[config.mk]
export PLATFORM = sky130hd
export DESIGN_NAME = mem_stage_lsu_flat
export DESIGN_NICKNAME = d
export VERILOG_FILES = /design/src/rtl/mem_stage_lsu_if.sv /design/src/rtl/mem_stage_lsu.sv /design/src/flat_wrapper.sv
export SDC_FILE = /design/constraint.sdc
export NUM_CORES = 1
export LEC_CHECK = 0
export CAP_MARGIN = 40
export CELL_PAD_IN_SITES_DETAIL_PLACEMENT = 1
export CELL_PAD_IN_SITES_GLOBAL_PLACEMENT = 1
export CORE_MARGIN = 2
export CORE_UTILIZATION = 30
export CTS_CLUSTER_SIZE = 40
export DETAILED_ROUTE_END_ITERATION = 7
export PLACE_DENSITY_LB_ADDON = 0.1
export SYNTH_ARGS = -nofsm -noshare
export SYNTH_HDL_FRONTEND = slang
export SYNTH_SLANG_ARGS = --single-unit
export TNS_END_PERCENT = 30
[constraint.sdc]
create_clock -name clk -period 4.2 [get_ports clk]
set_input_delay 1.26 -clock clk [delete_from_list [all_inputs] [get_ports clk]]
set_output_delay 1.26 -clock clk [all_outputs]
set_load 0.01 [all_outputs]
[src/rtl/mem_stage_lsu_if.sv]
// mem_stage_lsu_if: request, data-memory and response signals of the MEM-stage load/store unit.
interface mem_stage_lsu_if #(parameter int DW = 32, parameter int AW = 32);
    logic          req_valid;
    logic          req_ready;
    logic [2:0]    req_op;
    logic [AW-1:0] req_addr;
    logic [DW-1:0] req_wdata;
    logic [4:0]    req_rd;
    logic [AW-1:0] dm_addr;
    logic [DW-1:0] dm_wdata;
    logic          dm_we;
    logic [DW-1:0] dm_rdata;
    logic          resp_valid;
    logic [DW-1:0] resp_data;
    logic [4:0]    resp_rd;
    logic          misalign;
    modport master (
        output req_valid, req_op, req_addr, req_wdata, req_rd, dm_rdata,
        input  req_ready, dm_addr, dm_wdata, dm_we, resp_valid, resp_data, resp_rd, misalign
    );
    modport slave (
        input  req_valid, req_op, req_addr, req_wdata, req_rd, dm_rdata,
        output req_ready, dm_addr, dm_wdata, dm_we, resp_valid, resp_data, resp_rd, misalign
    );
endinterface

[src/rtl/mem_stage_lsu.sv]
// mem_stage_lsu: MEM-stage load/store unit with sub-word read-modify-write stores.
// Define LSU_MISALIGN_CHECK_EN to detect and drop misaligned requests.
module mem_stage_lsu #(parameter int DW = 32, parameter int AW = 32) (
    input logic           clk,
    input logic           rst,
    mem_stage_lsu_if.slave lsu
);
    typedef enum logic [1:0] {IDLE, ACCESS, MERGE} state_t;
    localparam logic [2:0] LB = 3'd0, LH = 3'd1, LW = 3'd2, LBU = 3'd3, LHU = 3'd4,
                           SB = 3'd5, SH = 3'd6, SW = 3'd7;
    state_t        r_state, w_next;
    logic [1:0]    r_off;
    logic [2:0]    r_op;
    logic [4:0]    r_rd;
    logic          w_mis, w_sub;
    logic [7:0]    w_byte;
    logic [15:0]   w_half;
    logic [DW-1:0] w_ld, w_merge;
    assign lsu.req_ready = (r_state == IDLE);
    assign w_sub = (r_op == SB) || (r_op == SH);
`ifdef LSU_MISALIGN_CHECK_EN
    assign w_mis = ((lsu.req_op == LH || lsu.req_op == LHU || lsu.req_op == SH) && lsu.req_addr[0]) ||
                   ((lsu.req_op == LW || lsu.req_op == SW) && |lsu.req_addr[1:0]);
`else
    assign w_mis = 1'b0;
`endif
    always_ff @(posedge clk or posedge rst)
        if (rst) r_state <= IDLE;
        else r_state <= w_next;
    always_comb begin
        w_next = IDLE;
        if (r_state == IDLE && lsu.req_valid && !w_mis) w_next = ACCESS;
        if (r_state == ACCESS && w_sub) w_next = MERGE;
    end
    // Halfword lanes only look at off[1], so unaligned halfwords fold onto their aligned lane.
    always_comb begin
        w_byte  = lsu.dm_rdata[{r_off, 3'b000} +: 8];
        w_half  = lsu.dm_rdata[{r_off[1], 4'b0000} +: 16];
        w_ld    = r_op == LB  ? {{(DW-8){w_byte[7]}}, w_byte} :
                  r_op == LH  ? {{(DW-16){w_half[15]}}, w_half} :
                  r_op == LBU ? {{(DW-8){1'b0}}, w_byte} :
                  r_op == LHU ? {{(DW-16){1'b0}}, w_half} : lsu.dm_rdata;
        w_merge = lsu.dm_rdata;
        if (r_op == SB) w_merge[{r_off, 3'b000} +: 8] = lsu.dm_wdata[7:0];
        else w_merge[{r_off[1], 4'b0000} +: 16] = lsu.dm_wdata[15:0];
    end
    always_ff @(posedge clk or posedge rst)
        if (rst) begin
            lsu.dm_addr    <= '0;
            lsu.dm_wdata   <= '0;
            lsu.dm_we      <= 1'b0;
            lsu.resp_valid <= 1'b0;
            lsu.resp_data  <= '0;
            lsu.resp_rd    <= '0;
            lsu.misalign   <= 1'b0;
            r_off          <= '0;
            r_op           <= '0;
            r_rd           <= '0;
        end else begin
            lsu.dm_we      <= 1'b0;
            lsu.resp_valid <= 1'b0;
            lsu.misalign   <= 1'b0;
            if (r_state == IDLE && lsu.req_valid) begin
                if (w_mis) lsu.misalign <= 1'b1;
                else begin
                    lsu.dm_addr  <= {lsu.req_addr[AW-1:2], 2'b00};
                    lsu.dm_we    <= (lsu.req_op == SW);
                    lsu.dm_wdata <= lsu.req_wdata;
                    r_off        <= lsu.req_addr[1:0];
                    r_op         <= lsu.req_op;
                    r_rd         <= lsu.req_rd;
                end
            end
            if (r_state == ACCESS && r_op <= LHU) begin
                lsu.resp_data  <= w_ld;
                lsu.resp_rd    <= r_rd;
                lsu.resp_valid <= 1'b1;
            end
            if (r_state == ACCESS && w_sub) begin
                lsu.dm_wdata <= w_merge;
                lsu.dm_we    <= 1'b1;
            end
        end
endmodule

[src/flat_wrapper.sv]
// flat-port wrapper written by rule: the top's interface ports become plain ports
module mem_stage_lsu_flat 
#(parameter int DW = 32, parameter int AW = 32)
  (clk, rst, lsu_req_valid, lsu_req_op, lsu_req_addr, lsu_req_wdata, lsu_req_rd, lsu_dm_rdata, lsu_req_ready, lsu_dm_addr, lsu_dm_wdata, lsu_dm_we, lsu_resp_valid, lsu_resp_data, lsu_resp_rd, lsu_misalign);
  mem_stage_lsu_if #(.DW(DW), .AW(AW)) lsu_i ();
  input logic clk;
  input logic rst;
  input wire logic [$bits(lsu_i.req_valid)-1:0] lsu_req_valid;
  input wire logic [$bits(lsu_i.req_op)-1:0] lsu_req_op;
  input wire logic [$bits(lsu_i.req_addr)-1:0] lsu_req_addr;
  input wire logic [$bits(lsu_i.req_wdata)-1:0] lsu_req_wdata;
  input wire logic [$bits(lsu_i.req_rd)-1:0] lsu_req_rd;
  input wire logic [$bits(lsu_i.dm_rdata)-1:0] lsu_dm_rdata;
  output wire logic [$bits(lsu_i.req_ready)-1:0] lsu_req_ready;
  output wire logic [$bits(lsu_i.dm_addr)-1:0] lsu_dm_addr;
  output wire logic [$bits(lsu_i.dm_wdata)-1:0] lsu_dm_wdata;
  output wire logic [$bits(lsu_i.dm_we)-1:0] lsu_dm_we;
  output wire logic [$bits(lsu_i.resp_valid)-1:0] lsu_resp_valid;
  output wire logic [$bits(lsu_i.resp_data)-1:0] lsu_resp_data;
  output wire logic [$bits(lsu_i.resp_rd)-1:0] lsu_resp_rd;
  output wire logic [$bits(lsu_i.misalign)-1:0] lsu_misalign;
  assign lsu_i.req_valid = lsu_req_valid;
  assign lsu_i.req_op = lsu_req_op;
  assign lsu_i.req_addr = lsu_req_addr;
  assign lsu_i.req_wdata = lsu_req_wdata;
  assign lsu_i.req_rd = lsu_req_rd;
  assign lsu_i.dm_rdata = lsu_dm_rdata;
  assign lsu_req_ready = lsu_i.req_ready;
  assign lsu_dm_addr = lsu_i.dm_addr;
  assign lsu_dm_wdata = lsu_i.dm_wdata;
  assign lsu_dm_we = lsu_i.dm_we;
  assign lsu_resp_valid = lsu_i.resp_valid;
  assign lsu_resp_data = lsu_i.resp_data;
  assign lsu_resp_rd = lsu_i.resp_rd;
  assign lsu_misalign = lsu_i.misalign;
  mem_stage_lsu #(.DW(DW), .AW(AW)) u_core (.clk(clk), .rst(rst), .lsu(lsu_i));
endmodule
* After elaboration in Yosys (flattened, before gate mapping)
Index checks and enable logic that the tools add are counted.
Operators by class: add/sub/neg operators 2, magnitude comparators 1, eq/ne operators 7, shift-type cells 6, mux-type cells 14, reductions and logical operators 7
Operators with widths (count):
- 2-to-1 mux 32 bit | 7
- bitwise mux 32 bit | 2
- variable shift 16 x 7 -> 32 bit (first input constant) | 1
- variable shift 8 x 7 -> 32 bit (first input constant) | 1
- indexed part select 16 x 7 -> 32 bit | 1
- indexed part select 32 x 6 -> 16 bit | 1
- indexed part select 32 x 6 -> 8 bit | 1
- indexed part select 8 x 7 -> 32 bit | 1
- negator 5 -> 7 bit | 2
- == test 3 bit (second input constant) | 4
- 2-to-1 mux 1 bit | 4
- == test 3 x 1 -> 1 bit (second input constant) | 1
- == test 3 x 2 -> 1 bit (second input constant) | 1
- <= comparator 3 bit (second input constant) | 1
- logical AND 1 bit | 3
- logical NOT 3 bit | 1
- == test 2 x 1 -> 1 bit (second input constant) | 1
- logical NOT 2 bit | 1
- 2-to-1 mux 2 bit | 1
- nonzero test 2 bit | 1
- logical OR 1 bit | 1
Word-level totals: register bits 113, input port bits 107, output and inout port bits 105

* Longest topological paths before layout
Gate-level depths: netlist (run 1).
word-level depth 5, depth in mapped cells 8

* Worst setup path before layout (run 1)
No wires, ideal clock.
path kind input to register, start input port lsu_req_valid, end register u_core.lsu.dm_wdata[0], setup time 0.125 ns, data arrival time 2.535 ns, data required time 4.075 ns, path slack 1.541 ns, cell stages on the path 6, cells stage by stage or3b_2 -> buf_4 -> clkinv_2 -> a21oi_2 -> nor2_4 -> mux2_2
On the way: word-level cells in the longest chain between the ends 2
RTL lines:
- start: declaration | RTL line flat_wrapper.sv:8 | input wire logic [$bits(lsu_i.req_valid)-1:0] lsu_req_valid;
- logical AND 1 bit | RTL line mem_stage_lsu.sv:63 | if (r_state == IDLE && lsu.req_valid) begin
- nonzero test 2 bit (no line)
- end signal: assignment | RTL line mem_stage_lsu.sv:68 | lsu.dm_wdata <= lsu.req_wdata;
- end signal: assignment | RTL line mem_stage_lsu.sv:80 | lsu.dm_wdata <= w_merge;
- end: declaration | RTL line mem_stage_lsu_if.sv:23 | output req_ready, dm_addr, dm_wdata, dm_we, resp_valid, resp_data, resp_rd, misalign
No other way between the ends. A chain may end at the register's enable or synchronous reset.

* Worst setup path after layout (run 1)
start register u_core.lsu.dm_wdata[5], end output port lsu_dm_wdata[5]
RTL lines:
- end: declaration | RTL line flat_wrapper.sv:16 | output wire logic [$bits(lsu_i.dm_wdata)-1:0] lsu_dm_wdata;
No word-level cell between the ends.

==> results_dict.tcl, run 1 <==
set metrics [dict create \
    status "finished, final reports clean" \
    cts_root_buf "clkbuf_16" \
    dr.pass1.iters 5 \
    num_rows 51 \
    drc 0 \
    timing.slew.headroom_pct 39.8 \
    grt_max_degree 114 \
    synth_edf_count 0 \
    ys_types 55 \
    ctsResizeCount 0 \
    layout-drive-gt1-share_pct 9.22 \
    min_from "u_core.lsu.dm_addr[21]" \
    leakage_nw 3.67 \
    cts_hold_buf 0 \
    max_clock_freq_mhz 355 \
    vias 5675 \
    start_util_pct 30.3 \
    path_cells "clkdlybuf4s50_1" \
    first_global_vias 5894 \
    hold_slack_ns 0.476 \
    final_net_count 945 \
    regToRegEndpoint "u_core.lsu.dm_wdata[24]" \
    fill_cells 2195 \
    ant_nets 0 \
    cts_sinks 113 \
    final_cell_area_um2 8730 \
    wirelength_mm 21.7 \
    gp_congestion 0.805 \
    grt_antenna_before_repair 0 \
    viasPerCell 5.11 \
    power_mw 5.49 \
    post_dp_cell_area_um2 8150 \
    hold_end "u_core.lsu.dm_addr[21]" \
    post_cts_buffers 0 \
    hpwl_mm 15.5 \
    worst-path-buf-inv 1 \
    synth_area_leaders "dfrtp_1, nand2_1, mux2i_1, a21oi_1, a221o_1" \
    criticalPathCategory "flip-flop to output port" \
    cap_violations 0 \
    path_clk_slew_ns 0.06 \
    crit_arrival_ns 1.55 \
    gr-usage-all-layers_pct 21.3 \
    clockBufferDepth 2 \
    port_buffers 208 \
    synthArstFlopShare_pct 100 \
    avgSynthCellArea_um2 9.13 \
    layout.cells.non_filler 1111 \
    cts_inserted_buffers 17 \
    num_antenna_cells 0 \
    yosysTopAreaCell "dfrtp_1" \
    min_path_type "flip-flop to flip-flop" \
    multi_input_area_um2 2790 \
    tns_ns 0 \
    reg2reg_slack_ns 1.57 \
    reg2reg_depth 6 \
    seqCellArea_um2 2830 \
    powerDensity_nw_per_um2 629 \
    slew_viol_final 0 \
    yosysSeqAreaShare_pct 48.4 \
    startpoint "u_core.lsu.dm_wdata[5]" \
    netlist_area_um2 5840 \
    cpPeakStageDelay_ns 0.60 \
    coreArea_um2 19300 \
    clkLatencyLatePin_ns 0.43 \
    num_io_pins 212 \
    rsz0062_at_grt "false" \
    r2r_start "u_core.r_off[1]" \
    utilization_pct 45.3 \
    die-height_um 144 \
    setup-violations-final 0 \
    max-vdd-ir-drop_mv 0.327 \
    critPathTopFamily "buffers and inverters" \
    ys_warn_count 0 \
    ys_seq_elements 113 \
    pre_cts_slack_ns 0.912 \
    slowest_stage "clkdlybuf4s50_1" \
    first_iter_violations 224 \
    synth_ff_type "dfrtp_1" \
    fp.dieArea_um2 20600 \
    hold_depth 2 \
    post-synth-top-count-cell "nand2_1" \
    finClkSkew_ns 0.00943 \
    htreeDepth 4 \
    fin_ws_ns 1.39 \
    overflow 0 \
    area_delta_synth_final_pct 49.4 \
    cts_tree "yes" \
    grt_pass1_wl_mm 33.2 \
    die_w_um 144 \
    syn_inst 640 \
    wl_per_cell_um 19.5 \
    worstSetupStartpointType "flip-flop" \
    crit_fanout 5 \
    placed_cells 1079 \
    required_ns 2.94 \
    yosysTopAreaCellShare_pct 48.4 \
    crit_path_end_kind "output port" \
    hold_viol_final 0 \
    post-route-period-util_pct 67.0 \
    synth_common_cells "nand2_1, dfrtp_1, a21oi_1" \
    tightest_slew_ns 0.902 \
    fin_crit_ns 2.81 \
]
state kept, by name, indices dropped and copies added (netlist names), 2 cells and up:
name	flops
u_core.lsu.dm_addr	30
u_core.lsu.dm_wdata	32
u_core.lsu.resp_data	32
u_core.lsu.resp_rd	5
u_core.r_off	2
u_core.r_op	3
u_core.r_rd	5
u_core.r_state	2
cell type report:
cell class                      instances  area share, %
Timing Repair Buffer                  218           24.9
Clock inverter                         12           1.56
Inverter                                7          0.358
Multi-Input combinational cell        476           31.9
Sequential cell                       113           32.4
Tap cell                              265           3.80
Clock buffer                           20           5.12
metal layers:
layer	track usage [%]	routed length, µm
met1	27.6	9530
met2	34.3	10200
met3	5.33	1480
met4	8.31	484
met5	0	0
how the worst max path moves through the flow:
stage	to	slack, ns	depth (start not counted)
3_3_place_gp	u_core.lsu.dm_wdata[18]	1.02	6
4_1_cts	u_core.lsu.dm_wdata[21]	1.34	7
5_1_grt	u_core.lsu.dm_wdata[21]	1.23	7
3_5_place_dp	u_core.lsu.dm_wdata[21]	0.91	7
2_1_floorplan	u_core.lsu.dm_wdata[0]	1.54	6
6_report	lsu_dm_wdata[5]	1.39	1
power by group:
group / internal [mW] / total, mW / switching [mW]
combinational: 1.16 / 2.25 / 1.09
sequential: 1.49 / 1.81 / 0.318
clock: 0.889 / 1.43 / 0.546
total: 3.54 / 5.49 / 1.95
kinds of logic (layout without fill, tap and decap cells):
kind of cell | count (synthesis) | count (layout) | synth area share (%)
AO/OA/AOI/OAI | 155 | 155 | 19.4
XOR/XNOR | 1 | 1 | 0.278
adder cells (fa/ha/maj) | 5 | 5 | 1.07
buffers and inverters | 53 | 257 | 4.07
flip-flops | 113 | 113 | 48.4
multiplexers | 29 | 29 | 5.16
other | 1 | 3 | 0.0642
AND/OR/NAND/NOR | 283 | 283 | 21.6
placed cells by master (no fill, tap or decap), types with 8 or more instances in the layout:
cell             synthesis  routed
a22o_1                   8       8
nand2_1                197     197
a211oi_1                12      12
mux2i_1                 20      20
a31oi_1                  9       9
o221a_2                  8       8
a221oi_1                 8       8
dfrtp_1                113     113
nand3b_1                10      10
clkdlybuf4s50_1          0     208
o21ai_0                 13      13
o22ai_1                 10      10
a221o_1                 15      15
nor2_1                  34      34
o211ai_1                 8       8
mux2_2                   9       9
a21oi_1                 35      35
buf_4                    4       9
nand2b_1                10      10
a32oi_1                  8       8
o21a_1                   9       9
clkbuf_16                0      17
(Power assumes the default switching activity.)
==> run 2, diff against run 1 <==
clock period = 2.45 ns   (was 4.2 ns; I/O delays follow)
==> results_dict.tcl, run 2 (synthesized netlist as in run 1, its figures left out) <==
set metrics [dict create \
    worstSetupStartpointType "flip-flop" \
    grt_max_degree 63 \
    largest_registers "u_core.lsu.dm_wdata x32, u_core.lsu.resp_data x32, u_core.lsu.dm_addr x30" \
    crit_path_end_kind "output port" \
    clkLatencyLatePin_ns 0.42 \
    path_cells "clkdlybuf4s50_1" \
    multi_input_area_um2 2790 \
    cpPeakStageDelay_ns 0.61 \
    num_io_pins 212 \
    leakage_nw 3.90 \
    fin_crit_ns 2.31 \
    post_cts_buffers 0 \
    powerDensity_nw_per_um2 1070 \
    post-route-period-util_pct 94.2 \
    finClkSkew_ns 0.00731 \
    hold_viol_final 0 \
    coreArea_um2 19300 \
    ctsResizeCount 0 \
    tightest_slew_ns 0.764 \
    vias 5847 \
    num_rows 51 \
    num_antenna_cells 0 \
    max_clock_freq_mhz 433 \
    overflow 0 \
    timing.slew.headroom_pct 48.7 \
    gr-usage-all-layers_pct 22.4 \
    required_ns 1.71 \
    reg2reg_slack_ns 0.22 \
    cts_sinks 113 \
    die_w_um 144 \
    criticalPathCategory "flip-flop to output port" \
    port_buffers 208 \
    slew_viol_final 0 \
    htreeDepth 4 \
    area_delta_synth_final_pct 55.8 \
    clockBufferDepth 2 \
    crit_fanout 5 \
    start_util_pct 30.3 \
    worst-path-buf-inv 1 \
    viasPerCell 5.07 \
    hpwl_mm 17.2 \
    setup-violations-final 0 \
    rsz0062_at_grt "false" \
    dr.pass1.iters 5 \
    fp.dieArea_um2 20600 \
    path_clk_slew_ns 0.06 \
    grt_pass1_wl_mm 34.8 \
    power_mw 9.71 \
    post_dp_cell_area_um2 8500 \
    cts_inserted_buffers 17 \
    status "finished, final reports clean" \
    max-vdd-ir-drop_mv 0.516 \
    mostFrequentLayoutCell "clkdlybuf4s50_1" \
    first_iter_violations 300 \
    cts_root_buf "clkbuf_16" \
    wirelength_mm 22.7 \
    critPathTopFamily "buffers and inverters" \
    first_global_vias 6087 \
    final_cell_mix "clkdlybuf4s50_1, nand2_1, dfrtp_1" \
    layout-drive-gt1-share_pct 13.5 \
    cts_tree "yes" \
    seqCellArea_um2 2830 \
    slowest_stage "clkdlybuf4s50_1" \
    crit_arrival_ns 1.57 \
    final_net_count 987 \
    cts_hold_buf 0 \
    wl_per_cell_um 19.7 \
    cap_violations 0 \
    grt_antenna_before_repair 0 \
    gp_congestion 0.829 \
    final_cell_area_um2 9110 \
    utilization_pct 47.3 \
    min_path_type "flip-flop to flip-flop" \
    drc 0 \
    die-height_um 144 \
    fill_cells 2183 \
    ant_nets 0 \
]
## run 2: final cells by class
| type | instances | share of cell area, % |
|---|---|---|
| Clock buffer | 20 | 4.91 |
| Clock inverter | 12 | 1.76 |
| Inverter | 7 | 0.344 |
| Multi-Input combinational cell | 476 | 30.6 |
| Sequential cell | 113 | 31.1 |
| Tap cell | 265 | 3.64 |
| Timing Repair Buffer | 260 | 27.7 |
## run 2: power by group
group	switching, mW	leakage, nW	internal, mW
combinational	1.91	2.27	2.12
sequential	0.572	1.34	2.56
clock	0.924	0.282	1.63
## run 2: metal layers
layer  track usage, %  routed length, µm  up-vias
li1                 -                  -     2734
met1             29.5              10100     2881
met2             35.1              10500      201
met3             6.00               1550       31
met4             8.57                494        0
met5                0                  0        -
## run 2: stage by stage
stage | cells | hold WS, ns | setup TNS (ns) | setup WS, ns
floorplan | 642 | 0.439 | 0 | 0.252
global placement | 1121 | 0.448 | -0.642 | -0.0757
global route | 1153 | 0.494 | 0 | 0.0886
CTS | 1153 | 0.476 | 0 | 0.139
finish | 1153 | 0.470 | 0 | 0.141
detailed placement | 1121 | 0.460 | -1.36 | -0.134
## run 2: worst paths after layout
| check | start | to | depth (start not counted) |
|---|---|---|---|
| worst max-delay path | u_core.lsu.dm_wdata[6] | lsu_dm_wdata[6] | 1 |
| worst min-delay path | u_core.r_rd[1] | u_core.lsu.resp_rd[1] | 2 |
| worst max register to register | u_core.r_op[0] | u_core.lsu.dm_wdata[13] | 4 |
| worst min register to register | u_core.r_rd[1] | u_core.lsu.resp_rd[1] | 2 |
| max in group asynchronous | rst | u_core.lsu.resp_rd[0] | 3 |
| min in group asynchronous | rst | u_core.lsu.dm_wdata[20] | 3 |
## run 2: worst register-to-register path, stage by stage (launching register included)
cell      delay (ns)
dfrtp_1         0.83
nand3b_2        0.27
mux2i_1         0.60
a221o_1         0.29
o221a_2         0.17
==> run 3, diff against run 2 <==
CORE_UTILIZATION = 36   (was 30)
clock period = 2.9 ns   (was 2.45 ns; I/O delays follow)
==> results_dict.tcl, run 3 (synthesized netlist as in run 1, its figures left out) <==
set metrics [dict create \
    die-height_um 131 \
    drc 0 \
    max-vdd-ir-drop_mv 0.486 \
    die_w_um 131 \
    hpwl_mm 15.9 \
    max_clock_freq_mhz 398 \
    crit_arrival_ns 2.79 \
    gp_congestion 0.854 \
    cts_root_buf "clkbuf_16" \
    grt_max_degree 56 \
    path_depth 6 \
    min_path_type "flip-flop to flip-flop" \
    worst-path-buf-inv 2 \
    pre_cts_slack_ns 0.177 \
    grt_antenna_before_repair 0 \
    post-route-period-util_pct 86.7 \
    cpPeakStageDelay_ns 1.01 \
    powerDensity_nw_per_um2 910 \
    min_from "u_core.r_rd[3]" \
    hold_depth 2 \
    htreeDepth 4 \
    post_cts_buffers 0 \
    ant_nets 0 \
    cts_tree "yes" \
    crit_fanout 45 \
    hold_viol_final 0 \
    power_mw 8.02 \
    regToRegEndpoint "u_core.lsu.resp_data[2]" \
    layout-drive-gt1-share_pct 10.6 \
    num_antenna_cells 0 \
    wl_per_cell_um 20.5 \
    overflow 0 \
    final_cell_mix "clkdlybuf4s50_1, nand2_1, dfrtp_1" \
    crit_path_end_kind "flip-flop" \
    viasPerCell 5.38 \
    hold_end "u_core.lsu.resp_rd[3]" \
    criticalPathCategory "flip-flop to flip-flop" \
    mostFrequentLayoutCell "clkdlybuf4s50_1" \
    required_ns 3.18 \
    port_buffers 208 \
    rsz0062_at_grt "false" \
    tns_ns 0 \
    utilization_pct 55.5 \
    reg2reg_slack_ns 0.39 \
    path_clk_slew_ns 0.06 \
    reg2reg_depth 6 \
    largest_registers "u_core.lsu.dm_wdata x32, u_core.lsu.resp_data x32, u_core.lsu.dm_addr x30" \
    first_global_vias 5999 \
    final_net_count 961 \
    fp.dieArea_um2 17300 \
    cts_hold_buf 0 \
    timing.slew.headroom_pct 32.2 \
    crit_top_cell "o21ai_0" \
    cts_inserted_buffers 17 \
    area_delta_synth_final_pct 50.8 \
    wirelength_mm 22.0 \
    worstSetupStartpointType "flip-flop" \
    cap_violations 0 \
    start_util_pct 36.8 \
    path_cells "o21ai_0 -> nand2_1 -> buf_4 -> inv_2 -> nand4_1 -> o21ai_0" \
    ctsResizeCount 0 \
    fin_ws_ns 0.386 \
    tightest_slew_ns 1.02 \
    grt_pass1_wl_mm 34.6 \
    num_rows 46 \
    slew_viol_final 0 \
    first_iter_violations 315 \
    fin_crit_ns 2.51 \
    finClkSkew_ns 0.00921 \
    setup-violations-final 0 \
    hold_slack_ns 0.464 \
    num_io_pins 212 \
    clkLatencyLatePin_ns 0.41 \
    gr-usage-all-layers_pct 25.5 \
    critPathTopFamily "flip-flops" \
    r2r_start "u_core.r_op[2]" \
    dr.pass1.iters 5 \
    vias 5792 \
    slowest_stage "dfrtp_1" \
    cts_sinks 113 \
    leakage_nw 3.77 \
    clockBufferDepth 2 \
    coreArea_um2 15900 \
    status "finished, final reports clean" \
]
-- run 3: final cells by class --
class                      instances  area (µm²)
clock buffer                      24         492
clock inverter                     6        80.1
fill                            1816        7070
inverter                           7        31.3
multi-input combinational        476        2790
sequential                       113        2830
tap                              216         270
timing repair buffer             234        2330
-- run 3: power breakdown --
| group | internal, mW | total (mW) | switching, mW |
|---|---|---|---|
| Sequential | 2.16 | 2.67 | 0.512 |
| Combinational | 1.71 | 3.29 | 1.58 |
| Clock | 1.34 | 2.06 | 0.717 |
| Total | 5.21 | 8.02 | 2.81 |
-- run 3: through the flow --
step / cell area (µm²) / instances
after floorplan: 5860 / 642
after global placement: 8240 / 1046
after detailed placement: 8240 / 1046
after CTS: 8810 / 1076
after global routing: 8810 / 1076
final: 8810 / 1076
-- run 3: worst max-delay path by stage --
| stage | end | startpoint | slack, ns |
|---|---|---|---|
| detailed placement | u_core.lsu.dm_wdata[1] | lsu_req_valid | 0.18 |
| finish | u_core.lsu.resp_data[2] | u_core.r_op[2] | 0.39 |
| global route | u_core.lsu.resp_data[2] | u_core.r_op[2] | 0.23 |
| global placement | u_core.lsu.dm_wdata[3] | lsu_req_valid | 0.20 |
| floorplan | u_core.lsu.dm_wdata[0] | lsu_req_valid | 0.63 |
| CTS | lsu_dm_wdata[6] | u_core.lsu.dm_wdata[6] | 0.46 |
-- run 3: metal layers --
layer	global-route usage [%]	vias up	wire [µm]
met3	7.29	24	1600
met5	0	-	0
met1	33.2	2878	9510
li1	-	2671	-
met4	7.49	0	343
met2	41.2	219	10600
-- run 3: worst register-to-register path, stage by stage (launching register included) --
cell and delay (ns):
dfrtp_1 1.01, o21ai_0 0.28, nand2_1 0.13, buf_4 0.21, inv_2 0.34, nand4_1 0.27, o21ai_0 0.13
